===== src/rtl/hazard_ctrl_unit.sv =====
// Stateful hazard/forwarding controller for a 5-stage MIPS pipeline.
// Optional performance counters are enabled by defining HAZARD_PERF_CNT_EN.
module hazard_ctrl_unit #(
  parameter int REG_W  = 5,
  parameter int MC_LAT = 4,
  parameter int CNT_W  = 16
) (
  input  logic             CLK,
  input  logic             nRST,
  input  logic             ihit,
  input  logic             dhit,
  input  logic             dmem_req,
  input  logic             BranchFlush,
  input  logic             JumpFlush,
  input  logic [REG_W-1:0] IFID_Rs,
  input  logic [REG_W-1:0] IFID_Rt,
  input  logic [REG_W-1:0] IDEX_Rs,
  input  logic [REG_W-1:0] IDEX_Rt,
  input  logic             IDEX_MemRead,
  input  logic [REG_W-1:0] IDEX_wsel,
  input  logic             ex_mc_start,
  input  logic             EXMEM_RegWr,
  input  logic [REG_W-1:0] EXMEM_wsel,
  input  logic             MEMWB_RegWr,
  input  logic [REG_W-1:0] MEMWB_wsel,
  output logic             pcWEN,
  output logic             IFID_enable,
  output logic             IDEX_enable,
  output logic             EXMEM_enable,
  output logic             MEMWB_enable,
  output logic             IFID_flush,
  output logic             IDEX_flush,
  output logic             EXMEM_flush,
  output logic [1:0]       forwardA,
  output logic [1:0]       forwardB,
  output logic             mc_busy
`ifdef HAZARD_PERF_CNT_EN
  ,
  output logic [CNT_W-1:0] stall_cycles,
  output logic [CNT_W-1:0] flush_count,
  output logic [CNT_W-1:0] bubble_count
`endif
);

  localparam int MCW = (MC_LAT > 2) ? $clog2(MC_LAT) : 1;
  localparam logic [MCW-1:0] MC_LOAD = MCW'((MC_LAT > 2) ? (MC_LAT - 2) : 0);
  localparam logic MC_EN = (MC_LAT > 1);

  typedef enum logic {RUN = 1'b0, MCBUSY = 1'b1} state_t;

  state_t           r_state, w_state_nxt;
  logic [MCW-1:0]   r_cnt, w_cnt_nxt;
  logic             r_mc_done, w_mc_done_nxt;
  logic [1:0]       r_flush_pend, w_flush_pend_nxt;

  logic w_dstall, w_mc_req, w_mstall, w_adv;
  logic w_br, w_jp, w_lu_hz, w_bubble;

  assign w_dstall = dmem_req & ~dhit;
  assign w_mc_req = (r_state == RUN) & ex_mc_start & ~r_mc_done & MC_EN;
  assign w_mstall = (r_state == MCBUSY) | w_mc_req;
  assign w_adv    = ihit & ~w_dstall & ~w_mstall;
  assign w_br     = BranchFlush | r_flush_pend[1];
  assign w_jp     = JumpFlush | r_flush_pend[0];
  assign w_lu_hz  = IDEX_MemRead & (IDEX_wsel != '0) &
                    ((IDEX_wsel == IFID_Rs) | (IDEX_wsel == IFID_Rt));
  assign w_bubble = w_adv & ~w_br & ~w_jp & w_lu_hz;

  always_ff @(posedge CLK or negedge nRST) begin
    if (!nRST) begin
      r_state      <= RUN;
      r_cnt        <= '0;
      r_mc_done    <= 1'b0;
      r_flush_pend <= 2'b00;
    end else begin
      r_state      <= w_state_nxt;
      r_cnt        <= w_cnt_nxt;
      r_mc_done    <= w_mc_done_nxt;
      r_flush_pend <= w_flush_pend_nxt;
    end
  end

  // The RUN cycle that detects the op is the first stall cycle, so MCBUSY
  // lasts MC_LAT-2 cycles and EX advances in the MC_LAT-th cycle.
  always_comb begin
    w_state_nxt      = r_state;
    w_cnt_nxt        = r_cnt;
    w_mc_done_nxt    = r_mc_done;
    w_flush_pend_nxt = r_flush_pend;
    case (r_state)
      RUN: begin
        if (w_mc_req) begin
          if (MC_LAT == 2) begin
            w_mc_done_nxt = 1'b1;
          end else begin
            w_state_nxt = MCBUSY;
            w_cnt_nxt   = MC_LOAD;
          end
        end
      end
      MCBUSY: begin
        if (r_cnt <= MCW'(1)) begin
          w_state_nxt   = RUN;
          w_cnt_nxt     = '0;
          w_mc_done_nxt = 1'b1;
        end else begin
          w_cnt_nxt = r_cnt - MCW'(1);
        end
      end
      default: begin
        w_state_nxt = RUN;
        w_cnt_nxt   = '0;
      end
    endcase
    if (w_adv) begin
      w_mc_done_nxt    = 1'b0;
      w_flush_pend_nxt = 2'b00;
    end else if (w_br) begin
      w_flush_pend_nxt = 2'b10;
    end else if (w_jp) begin
      w_flush_pend_nxt = 2'b01;
    end
  end

  always_comb begin
    pcWEN        = 1'b0;
    IFID_enable  = 1'b0;
    IDEX_enable  = 1'b0;
    EXMEM_enable = 1'b0;
    MEMWB_enable = 1'b0;
    IFID_flush   = 1'b0;
    IDEX_flush   = 1'b0;
    EXMEM_flush  = 1'b0;
    forwardA     = 2'b00;
    forwardB     = 2'b00;
    mc_busy      = 1'b0;
    if (nRST) begin
      mc_busy = (r_state == MCBUSY);
      if (EXMEM_RegWr && (EXMEM_wsel != '0) && (EXMEM_wsel == IDEX_Rs))
        forwardA = 2'b01;
      else if (MEMWB_RegWr && (MEMWB_wsel != '0) && (MEMWB_wsel == IDEX_Rs))
        forwardA = 2'b10;
      if (EXMEM_RegWr && (EXMEM_wsel != '0) && (EXMEM_wsel == IDEX_Rt))
        forwardB = 2'b01;
      else if (MEMWB_RegWr && (MEMWB_wsel != '0) && (MEMWB_wsel == IDEX_Rt))
        forwardB = 2'b10;
      if (w_adv) begin
        pcWEN        = 1'b1;
        IFID_enable  = 1'b1;
        IDEX_enable  = 1'b1;
        EXMEM_enable = 1'b1;
        MEMWB_enable = 1'b1;
        if (w_br) begin
          IFID_flush  = 1'b1;
          IDEX_flush  = 1'b1;
          EXMEM_flush = 1'b1;
        end else if (w_jp) begin
          IFID_flush = 1'b1;
          IDEX_flush = 1'b1;
        end else if (w_bubble) begin
          pcWEN       = 1'b0;
          IFID_enable = 1'b0;
          IDEX_flush  = 1'b1;
        end
      end
    end
  end

`ifdef HAZARD_PERF_CNT_EN
  logic [CNT_W-1:0] r_stall_cycles, r_flush_count, r_bubble_count;

  always_ff @(posedge CLK or negedge nRST) begin
    if (!nRST) begin
      r_stall_cycles <= '0;
      r_flush_count  <= '0;
      r_bubble_count <= '0;
    end else begin
      if (!w_adv && (r_stall_cycles != '1))
        r_stall_cycles <= r_stall_cycles + CNT_W'(1);
      if (w_adv && (w_br || w_jp) && (r_flush_count != '1))
        r_flush_count <= r_flush_count + CNT_W'(1);
      if (w_bubble && (r_bubble_count != '1))
        r_bubble_count <= r_bubble_count + CNT_W'(1);
    end
  end

  assign stall_cycles = r_stall_cycles;
  assign flush_count  = r_flush_count;
  assign bubble_count = r_bubble_count;
`endif

endmodule


===== config.mk =====
export PLATFORM = sky130hd
export DESIGN_NAME = hazard_ctrl_unit
export DESIGN_NICKNAME = d
export VERILOG_FILES = /design/src/rtl/hazard_ctrl_unit.sv
export SDC_FILE = /design/constraint.sdc
export NUM_CORES = 1
export LEC_CHECK = 0
export CAP_MARGIN = 25
export CORE_ASPECT_RATIO = 1.1
export CORE_MARGIN = 5
export CORE_UTILIZATION = 35
export DETAILED_ROUTE_END_ITERATION = 10
export HOLD_SLACK_MARGIN = 0.1
export PLACE_DENSITY = 0.9
export REMOVE_ABC_BUFFERS = 1
export SLEW_MARGIN = 5
export SYNTH_ARGS = -nofsm -noshare
export SYNTH_HDL_FRONTEND = slang
export SYNTH_SLANG_ARGS = --single-unit

===== constraint.sdc =====
create_clock -name CLK -period 2.53 [get_ports CLK]
set_input_delay 0.253 -clock CLK [delete_from_list [all_inputs] [get_ports CLK]]
set_output_delay 0.253 -clock CLK [all_outputs]
set_load 0.01 [all_outputs]

Word level (Yosys, flattened, before mapping):

Index checks and enable logic that the tools add are counted.

* register bits: 6
* latch bits: 0
* memory bits (writable): 0
* bits in read-only memories: 0
* bits of input ports: 46
* output and inout port bits: 13
* logic and storage cells: 85
* memories kept: 0

* add/sub/neg operators: 1
* $mul: 0
* div/mod/pow operators: 0
* magnitude comparators: 1
* equality and inequality tests: 7
* shifts and indexed selects: 0
* mux-type cells: 38
* bitwise gates (word level): 21
* reduce and logical (&&, ||, !) cells: 13

Operator list (count)
* 5-bit equality test: 6
* 1-bit 2-to-1 mux: 25
* 2-bit 2-to-1 mux: 11
* 5-bit nonzero test: 3
* 1-bit bitwise AND: 10
* 1-bit inverter: 7
* 1-bit logical AND: 6
* 1-bit bitwise OR: 4
* 2-bit case mux with 2 select lines: 1
* 2-bit nonzero test: 2
* 3-bit nonzero test: 1
* 2-bit by 1-bit <= comparator with 1-bit output, second input constant: 1
* 2-bit inequality test, second input constant: 1
* 1-bit case mux with 2 select lines: 1
* 2-bit AND reduction: 1
* 2-bit by 1-bit subtractor with 2-bit output, second input constant: 1

Logic depth before layout (Yosys ltp):

* depth after elaboration: 14
* gate-level depth with buffers: 5
* depth with buffers taken out: 4

Worst setup path after synthesis:

OpenSTA, ideal clock, no wires.

* kind: register -> output
* start: register r_state
* end: output pcWEN
* data arrival time: 1.343 ns
* required time: 2.277 ns
* path slack: 0.934 ns
* stages on the path, launching flop included: 5
* buffers on the path: 1
* path through: dfrtp_1 nor4b_4 nand2_1 o21ba_2 buf_4

* cells in the longest elaborated chain, start to end: 14

RTL lines
* from (decl): RTL line 51 `state_t r_state, w_state_nxt;`
* from (signal assigned): RTL line 76 `r_state <= w_state_nxt;`
* 1-bit inverter
* 1-bit bitwise AND (2 in series): RTL line 60 `assign w_mc_req = (r_state == RUN) & ex_mc_start & ~r_mc_done & MC_EN;`
* 1-bit bitwise OR *: RTL line 61 `assign w_mstall = (r_state == MCBUSY) | w_mc_req;`
* 1-bit inverter *: RTL line 62 `assign w_adv = ihit & ~w_dstall & ~w_mstall;`
* 1-bit bitwise AND *: RTL line 62
* 1-bit bitwise AND (3 in series): RTL line 67 `assign w_bubble = w_adv & ~w_br & ~w_jp & w_lu_hz;`
* 1-bit 2-to-1 mux (3 in series)
* 1-bit 2-to-1 mux * (2 in series)
* to (decl): RTL line 26 `output logic pcWEN,`

Every way passes the cells marked *; elsewhere a longest branch is shown, timed or not.

Worst setup path in the final report:

* start: input IDEX_wsel[3]
* end: output pcWEN

* cells in the longest elaborated chain, start to end: 9
* elaborated cells on any way between the ends: 12
* classes of those cells: 2 x eq/ne; 5 x mux; 4 x bitwise; 1 x reduce/logical

RTL lines
* from (decl): RTL line 20 `input logic [REG_W-1:0] IDEX_wsel,`
* 5-bit equality test or 5-bit nonzero test (tied branches): RTL line 66, 65
* 1-bit bitwise OR or 1-bit bitwise AND (tied branches): RTL line 66, 65
* 1-bit bitwise AND *: RTL line 65 `assign w_lu_hz = IDEX_MemRead & (IDEX_wsel != '0) &`
* 1-bit bitwise AND *: RTL line 67
* 1-bit 2-to-1 mux *: RTL line 160 `end else if (w_bubble) begin`
* 1-bit 2-to-1 mux *: RTL line 157 `end else if (w_jp) begin`
* 1-bit 2-to-1 mux *: RTL line 153 `if (w_br) begin`
* 1-bit 2-to-1 mux *: RTL line 147 `if (w_adv) begin`
* 1-bit 2-to-1 mux *: RTL line 137 `if (nRST) begin`

Marked as above.

==> impl_metrics.tcl <==
set metrics [dict create \
    yosys.area_share.xor_xnor 0.354 \
    cp-start-kind "primary input" \
    routabilityCongestion 0.724 \
    antenna_found_initial 0 \
    htree_levels 1 \
    grt_pass1_vias 982 \
    fp-row-count 17 \
    clock_sinks 6 \
    cts_hold_buf 0 \
    slew_violations 0 \
    coreArea_um2 2020 \
    clock_latency_ns 0.25 \
    synthSimpleGateAreaFrac 0.301 \
    grt_use_total 0.183 \
    root_buffer "clkbuf_4" \
    post_drt_via_cell_ratio 4.70 \
    endpoint_kind "primary output" \
    met3WireLength_um 164 \
    cp_max_fo 3 \
    crit_required_ns 2.28 \
    status "completed" \
    dp_cells 184 \
    synth_mux_area_frac 0 \
    ys_types 25 \
    grt.overflow.total 0 \
    synth_seq_area_share 0.202 \
    start_util 0.368 \
    clock.fmax_ghz 0.407 \
    cts_buffers 3 \
    avgSynthCellArea_um2 8.35 \
    synth_top_family_by_area "XOR/XNOR gates" \
    vdd_ir_drop_max_mv 0.375 \
    grt_max_degree 12 \
    fin_skew_ns 0.00669 \
    cts_tree "built" \
    diodes 0 \
    synth_compound_area_frac 0.0976 \
    setup_violations 0 \
    drtPass1Iterations 4 \
    drv_cap 0 \
    max_slew_margin 0.644 \
    die_height_um 58.3 \
    hold_viol 0 \
    grt_first_pass_wirelength_um 4290 \
    ys_ff_latch 6 \
    routed_wl_um 2730 \
    tightestPinTransition_ns 0.530 \
    holdWs_ns 0.329 \
    dr_wl_met2_um 1630 \
    ioPinCount 59 \
    cts_buffer_depth 2 \
    final_cell_mix "clkdlybuf4s50_1, xor2_1, buf_4, nor2_1" \
    syn_to_final_growth_pct 97.5 \
    fp.dieArea_um2 3150 \
    drive_gt1_frac 0.157 \
    syn_area_um2 743 \
    period_share 0.971 \
    num_vias 879 \
    yosysWarnings 0 \
    drt_iter0_markers 4 \
    period_minus_slack_ns 2.46 \
    grt_setup_unrepaired "no" \
    routedWlPerCell_um 14.6 \
    r2r_cells 4 \
    chipWidth_um 53.9 \
    n_fill_cell 155 \
    clk_pin_slew_ns 0.05 \
    synth_adder_area_share 0 \
    nNetsFinal 207 \
    drcViolationCount 0 \
    mostFrequentLayoutCell "clkdlybuf4s50_1" \
    p_per_area_nw_per_um2 381 \
    leakage_uw 0.000591 \
    routed.top_layer "met4" \
    dpl.hpwl_um 2440 \
    ant_nets 0 \
    r2r_setup_slack_ns 1.41 \
    io_buffers 58 \
    synthCells 89 \
    final_cells 187 \
    met1_length_um 886 \
    crit_arrival_ns 2.20 \
    crit_type "primary input to primary output" \
    hold_class "primary input to async pin" \
]
synth_stat cells:
master	instances	area share
nand2_1	5	0.025
nor2b_1	2	0.017
o21ai_0	4	0.027
or4_1	4	0.040
o21ai_2	1	0.012
nor4b_4	1	0.032
and2_2	2	0.020
xnor2_1	6	0.071
and2_1	1	0.0084
a21oi_1	1	0.0067
nor3_1	2	0.013
nor4_2	2	0.034
o21ba_2	1	0.013
nand3_1	3	0.020
inv_1	3	0.015
dfrtp_1	6	0.20
or4_4	1	0.015
xor2_1	24	0.28
o211ai_1	1	0.010
o22ai_1	1	0.0084
buf_4	3	0.030
a22oi_1	1	0.010
o21a_1	1	0.010
nor2_1	10	0.051
nor4_1	3	0.025
sequential cells by signal, indices dropped and copies added, names as in the netlist:
signal        cells
r_flush_pend      2
r_state           1
r_mc_done         1
r_cnt             2
report_power, final:
group          total, uW  switching, uW  internal, uW
Sequential           167           33.7           134
Clock               89.6           35.8          53.7
Combinational        302            127           175
Total                559            197           362
logic make-up (layout without fill, tap and decap cells):
| family | after synthesis | in the layout |
|---|---|---|
| AO/OA/AOI/OAI | 11 | 11 |
| XOR/XNOR | 30 | 30 |
| buffers and inverters | 6 | 76 |
| flip-flops | 6 | 6 |
| AND/OR/NAND/NOR | 36 | 36 |
metal layers:
layer  vias to the layer above  track usage
met5                         -            0
met4                         0       0.0803
met3                         5       0.0329
met2                        26        0.356
met1                       399        0.177
li1                        449            -
final timing paths:
check                                      startpoint                     endpoint
worst max-delay path                     IDEX_wsel[3]                        pcWEN
worst min-delay path                             nRST            r_state$_DFF_PN0_
worst max register to register  r_mc_done$_DFFE_PN0P_  r_flush_pend[0]$_DFFE_PN0P_
worst min register to register   r_cnt[0]$_DFFE_PN0P_         r_cnt[0]$_DFFE_PN0P_
max in group asynchronous                        nRST  r_flush_pend[1]$_DFFE_PN0P_
min in group CLK                 r_cnt[0]$_DFFE_PN0P_         r_cnt[0]$_DFFE_PN0P_
per-stage QoR:
| step | cell area, um2 | worst slack (ns) | total power [uW] | utilization | setup TNS (ns) |
|---|---|---|---|---|---|
| floorplan | 721 | 0.940 | 290 | - | 0 |
| global placement | 1430 | 0.0238 | 452 | 0.706 | 0 |
| detailed placement | 1430 | -0.0535 | 466 | 0.706 | -0.138 |
| CTS | 1460 | 0.0598 | 563 | 0.722 | 0 |
| global route | 1470 | 0.0160 | 607 | 0.726 | 0 |
| finish | 1470 | 0.0728 | 559 | 0.726 | 0 |
final cells by class:
type	instances	area, um2	share of cell area
multi-input combinational	77	581	0.396
sequential	6	150	0.102
timing repair buffer	70	668	0.455
inverter	3	11.3	0.00767
clock buffer	3	22.5	0.0153
tap	28	35.0	0.0239
what timing repair did:
action,CTS,global route
buffers inserted,0,0
pin swaps,0,2
resized for setup,4,1
endpoints found under the setup margin,4,2
worst max-delay path: stages:
cell and delay (ns):
clkdlybuf4s50_1 0.47, or4_1 0.53, o21a_1 0.21, nand2_1 0.06
o21ba_2 0.14, clkdlybuf4s50_1 0.55
Note: power is estimated with default switching activity, not from simulation.
